`config.mk`:
```
export PLATFORM = sky130hd
export DESIGN_NAME = mrv32_imm_gen_pipe
export DESIGN_NICKNAME = d
export VERILOG_FILES = /design/src/rtl/mrv32_imm_gen_pipe.sv
export SDC_FILE = /design/constraint.sdc
export NUM_CORES = 1
export LEC_CHECK = 0
export ABC_AREA = 1
export BUFFER_PORTS_ARGS = -buffer_cell sky130_fd_sc_hd__buf_2
export CAP_MARGIN = 20
export CORE_MARGIN = 8
export CORE_UTILIZATION = 59
export DETAILED_ROUTE_END_ITERATION = 7
export GPL_ROUTABILITY_DRIVEN = 0
export PLACE_DENSITY = 0.85
export SYNTH_ARGS = -nofsm -noshare
export SYNTH_HDL_FRONTEND = slang
export SYNTH_SLANG_ARGS = --single-unit
export TNS_END_PERCENT = 20
```
`constraint.sdc`:
```
create_clock -name clk -period 3.15 [get_ports clk]
set_input_delay 0.4725 -clock clk [delete_from_list [all_inputs] [get_ports clk]]
set_output_delay 0.4725 -clock clk [all_outputs]
set_load 0.01 [all_outputs]
```
`src/rtl/mrv32_imm_gen_pipe.sv`:
```
// rtl/mrv32_imm_gen_pipe.sv - registered, handshaked MRV32 immediate generator (optional MRV32_IMM_ILLEGAL_EN)
module mrv32_imm_gen_pipe #(
  parameter int XLEN  = 32,
  parameter int TAG_W = 5,
  parameter int SKID  = 1
) (
  input  logic             clk,
  input  logic             rst_n,
  input  logic             flush,
  input  logic             in_valid,
  output logic             in_ready,
  input  logic [31:0]      in_instr,
  input  logic [2:0]       in_imm_sel,
  input  logic [TAG_W-1:0] in_tag,
  output logic             out_valid,
  input  logic             out_ready,
  output logic [XLEN-1:0]  out_imm,
  output logic [TAG_W-1:0] out_tag
`ifdef MRV32_IMM_ILLEGAL_EN
  ,
  output logic             out_illegal
`endif
);

  // Format select codes shared with the decoder.
  localparam logic [2:0] IMM_I = 3'd0;
  localparam logic [2:0] IMM_S = 3'd1;
  localparam logic [2:0] IMM_B = 3'd2;
  localparam logic [2:0] IMM_U = 3'd3;
  localparam logic [2:0] IMM_J = 3'd4;
  localparam logic [2:0] IMM_Z = 3'd5;

`ifdef MRV32_IMM_ILLEGAL_EN
  localparam int ILL_W = 1;
`else
  localparam int ILL_W = 0;
`endif
  // Stored entry layout: {illegal (optional), tag, imm}
  localparam int E_W = XLEN + TAG_W + ILL_W;

  logic [31:0]     imm32;
  logic [XLEN-1:0] imm_x;
  logic [E_W-1:0]  new_entry;
  logic [E_W-1:0]  head_q;
  logic            accept;
  logic            pop;

  // Build the 32-bit immediate; Z is already zero in bit 31, so one sign extension covers all formats.
  always_comb begin
    imm32 = '0;
    case (in_imm_sel)
      IMM_I:   imm32 = {{20{in_instr[31]}}, in_instr[31:20]};
      IMM_S:   imm32 = {{20{in_instr[31]}}, in_instr[31:25], in_instr[11:7]};
      IMM_B:   imm32 = {{19{in_instr[31]}}, in_instr[31], in_instr[7], in_instr[30:25], in_instr[11:8], 1'b0};
      IMM_U:   imm32 = {in_instr[31:12], 12'b0};
      IMM_J:   imm32 = {{11{in_instr[31]}}, in_instr[31], in_instr[19:12], in_instr[20], in_instr[30:21], 1'b0};
      IMM_Z:   imm32 = {27'b0, in_instr[19:15]};
      default: imm32 = '0;
    endcase
  end

  assign imm_x = {{(XLEN-31){imm32[31]}}, imm32[30:0]};

`ifdef MRV32_IMM_ILLEGAL_EN
  logic sel_illegal;
  assign sel_illegal = (in_imm_sel > IMM_Z);
  assign new_entry   = {sel_illegal, in_tag, imm_x};
  assign out_illegal = head_q[E_W-1];
`else
  assign new_entry   = {in_tag, imm_x};
`endif

  assign out_imm = head_q[XLEN-1:0];
  assign out_tag = head_q[XLEN +: TAG_W];
  assign accept  = in_valid & in_ready;
  assign pop     = out_valid & out_ready;

  generate
    if (SKID == 1) begin : g_skid
      typedef enum logic [1:0] {EMPTY = 2'd0, ONE = 2'd1, FULL = 2'd2} state_t;
      state_t         state;
      logic [E_W-1:0] skid_q;

      // Two-entry buffer: head feeds the outputs, skid catches the entry accepted while head is stalled.
      always_ff @(posedge clk) begin
        if (!rst_n) begin
          state     <= EMPTY;
          in_ready  <= 1'b1;
          out_valid <= 1'b0;
          head_q    <= '0;
          skid_q    <= '0;
        end else if (flush) begin
          state     <= EMPTY;
          in_ready  <= 1'b1;
          out_valid <= 1'b0;
        end else begin
          case (state)
            EMPTY: begin
              if (accept) begin
                head_q    <= new_entry;
                out_valid <= 1'b1;
                state     <= ONE;
              end
            end
            ONE: begin
              if (accept && pop) begin
                head_q <= new_entry;
              end else if (accept) begin
                skid_q   <= new_entry;
                in_ready <= 1'b0;
                state    <= FULL;
              end else if (pop) begin
                out_valid <= 1'b0;
                state     <= EMPTY;
              end
            end
            FULL: begin
              if (pop) begin
                head_q   <= skid_q;
                in_ready <= 1'b1;
                state    <= ONE;
              end
            end
            default: begin
              state     <= EMPTY;
              in_ready  <= 1'b1;
              out_valid <= 1'b0;
            end
          endcase
        end
      end
    end else begin : g_single
      // The flush term keeps upstream unblocked while the stage is being emptied.
      assign in_ready = flush | ~out_valid | out_ready;

      // Single register stage; a new entry may replace the head in the cycle it pops.
      always_ff @(posedge clk) begin
        if (!rst_n) begin
          out_valid <= 1'b0;
          head_q    <= '0;
        end else if (flush) begin
          out_valid <= 1'b0;
        end else if (accept) begin
          head_q    <= new_entry;
          out_valid <= 1'b1;
        end else if (pop) begin
          out_valid <= 1'b0;
        end
      end
    end
  endgenerate

endmodule

```
==> summary by stage <==
CTS
In this run the post-CTS setup repair buffer count came out at 0. The cell at the root of the clock tree is clkbuf_8. The clock reaches the later pin of the worst-skew pair after around 350 ps. The number of buffers inserted during clock tree synthesis is 9. The post-CTS clock slew at the launch and capture registers of the worst setup and hold paths is 90 ps. Counting along the longest clock path gives a buffer depth of 2.

TritonCTS built the clock tree. The clock sink count is 78. The number of H-tree levels is 3. The number of gates given a new drive strength after cts is 0.

The number of buffers inserted by hold repair at cts is 0.

Pwr
The total power is ~2.2 mW. The leakage power summed over all cells is between 2 and 2.5 nW. VDD sags by at most between 0.0002 and 0.0003 V. The power per standard cell area is ~500 nW/um^2.

Worst hold path
In this run the most critical hold path is launched from in_tag[3]. The worst hold path terminates at g_skid.skid_q[35]$_SDFFE_PN0P_. The worst hold path was traced through 3 stages. The tightest min-delay check is of the in -> reg type.

Placed design
Counting tap cells, the placed design contains a total of 761 instances. The placed wire-length estimate is 6.95 mm. At the placement stage, the worst setup path has a slack of between 900 and 1000 ps.

The placed cell area is 4270 um^2. The count of buffers added on input and output ports is between 70 and 80.

Critical path
The number of cell instances on the worst register-to-register path is 8. The critical path starts at in_imm_sel[2]. The worst setup path is of the in -> reg kind. In this run the critical register-to-register path is captured at head_q[2]$_SDFFE_PN0P_. The startpoint identified for the worst register-to-register timing path is g_skid.state[0]$_SDFFE_PP0P_. The worst endpoint required time is 3420 ps.

The worst setup path is launched from an input port. The capturing element type of the critical path is a flop. Along the worst path, the maximum fanout reaches 22. The critical path data arrival time is 2210 ps. The worst reg-to-reg setup slack is 1270 ps.

Timing
Across the routed clock network, the largest skew measured is ~7.4 ps. The final count of negative-setup-slack endpoints is 0. The minimum clock period after layout is 1930 ps. The number of pins with negative max-slew slack in the final report is 0. The slew of the pin with the lowest slew margin is a little over 700 ps. Dividing the final minimum period by the clock period gives between 60% and 70%. The remaining max-slew budget at the tightest pin is 51.7%.

The post-route worst hold slack is between 300 and 400 ps. Setup repair after global routing left no endpoint under its margin. Setup slack on the critical path of the routed design comes to between 1000 and 1500 ps.

The fmax is 517 MHz. For the final routed database, the setup TNS stands at 0 ps. The number of hold violations in the final report is 0.

Synthesis
The library cell occupying the most area in the post-synthesis netlist is dfxtp_1. Of the post-synthesis cell area, the dominant cell type holds 39.6%. Synthesis produced between 600 and 700 cells.

Yosys printed 0 warnings. In the post-synthesis netlist, the biggest area contributors are dfxtp_1 (40%), nand2_1 (22%), nor2_1 (9.0%). The count of state elements after synthesis is between 70 and 80.

The distinct cell type count after synthesis is 24. The post-synthesis instance area is 3940 um^2. After synthesis, flip-flops and latches occupy about two fifths of the total area. The synthesized area per cell is 6.20 um^2.

The synthesized netlist net count is roughly 700.

Detailed routing
The post-detailed-route via-to-cell ratio is 5.31. After detailed routing, the total wire length is ~10 mm. The wire length per cell after detailed routing is around 13 um. The pre-antenna-repair detailed-routing pass consisted of 5 iterations. The detail route stage leaves a number of antenna-violating nets equal to 0.

The number of vias in the routed layout is 4128. The detailed router's first-iteration violation count is 350. After detailed routing, the number of remaining DRC violations is 0.

Cells and area
After the flow finishes, the layout carries non-filler instances totaling approximately 780. The net count of the finished layout is 737. The post-synthesis to final-layout area growth is 13.7%. The final instance area is 4480 um^2.

The fraction of layout cells with a size suffix above 1 is around 16%. The fraction of the core area covered by cells at the end of the flow is 67.5%. The number of diodes added for antenna fixing is 0.

Outcome
The flow ran to the end, and the final reports show no timing, DRC or antenna violations.

Die
The floorplan step set the die width to ~100 um. The floorplan die area is 9560 um^2. The floorplan row count is 30. The vertical die dimension is roughly 98 um. The core region area is roughly 6600 um^2. The count of boundary I/O pins is 84. For this configuration, the core starts out at a cell density of between 50% and 60%.

GRT
The number of antenna violations at the first check in global routing came to 0. After global routing the overflow that remains totals 0. The via count of the first global-routing pass is ~3800. The first global-routing pass estimated 17.5 mm of wire.

Entering global routing, the biggest net connects 46 pins. The total routing resource utilization after global routing is between 20% and 30%.

Flow run
The max-cap check violation count is 0.
[synth_stat cells, drive strengths merged]
master	n
o21ai	23
nand3	44
clkbuf	8
nand4	4
nor2	100
buf	29
inv	50
a211oi	2
nor3	4
a21oi	56
nand2	236
dfxtp	78
and3	1
o211ai	1
[layer usage]
metal	share of wire (%)	GRT usage [%]
met5	0	0
met4	2.3	8.87
met3	7.8	5.48
met2	44	35.0
met1	46	27.4
[layout by cell type (no fill, tap or decap), drive strengths merged]
cell,n
a211oi,2
a21oi,56
and3,1
buf,82
bufinv,1
clkbuf,10
clkinv,3
clkinvlp,2
dfxtp,78
inv,50
nand2,236
nand3,44
nand4,4
nor2,100
nor3,4
o211ai,1
o21ai,23
[where the power goes]
| group | switching (mW) | total, mW | internal, mW |
|---|---|---|---|
| Clock | 0.389 | 0.781 | 0.392 |
| Sequential | 0.0235 | 1.06 | 1.03 |
| Combinational | 0.235 | 0.361 | 0.126 |
| Total | 0.647 | 2.20 | 1.55 |
[area by class of cell]
cell class	instances	area (um^2)
inverter	50	188
clock buffer	10	138
sequential	78	1560
clock inverter	6	71.3
tap	80	100
timing repair buffer	82	425
fill	588	2160
multi-input combinational	471	2000
[how the worst max path moves through the flow]
stage	depth (start not counted)	end	slack [ps]
final	8	g_skid.skid_q[24]$_SDFFE_PN0P_	1220
after global routing	8	head_q[26]$_SDFFE_PN0P_	970
after CTS	8	head_q[26]$_SDFFE_PN0P_	1270
after detailed placement	8	head_q[26]$_SDFFE_PN0P_	950
after global placement	8	head_q[25]$_SDFFE_PN0P_	1010
after floorplan	9	head_q[23]$_SDFFE_PN0P_	1650
[worst max-delay path, cell delays in order]
cell     delay (ps)
buf_2           160
inv_1           160
nand2_2         190
nand2_1         420
nand2_2         360
nand2_1         160
nand2_1          70
a21oi_1         200
[state kept, by name, indices dropped and copies added (netlist names)]
name           flops
g_skid.skid_q     37
head_q            37
g_skid.state       2
in_ready           1
out_valid          1
[cell families after synthesis]
group,share of synthesized area [%]
buf+inv,9.84
simple gates,39.9
flops,39.6
compound gates,10.7
Power figures use the tool's default switching activity.
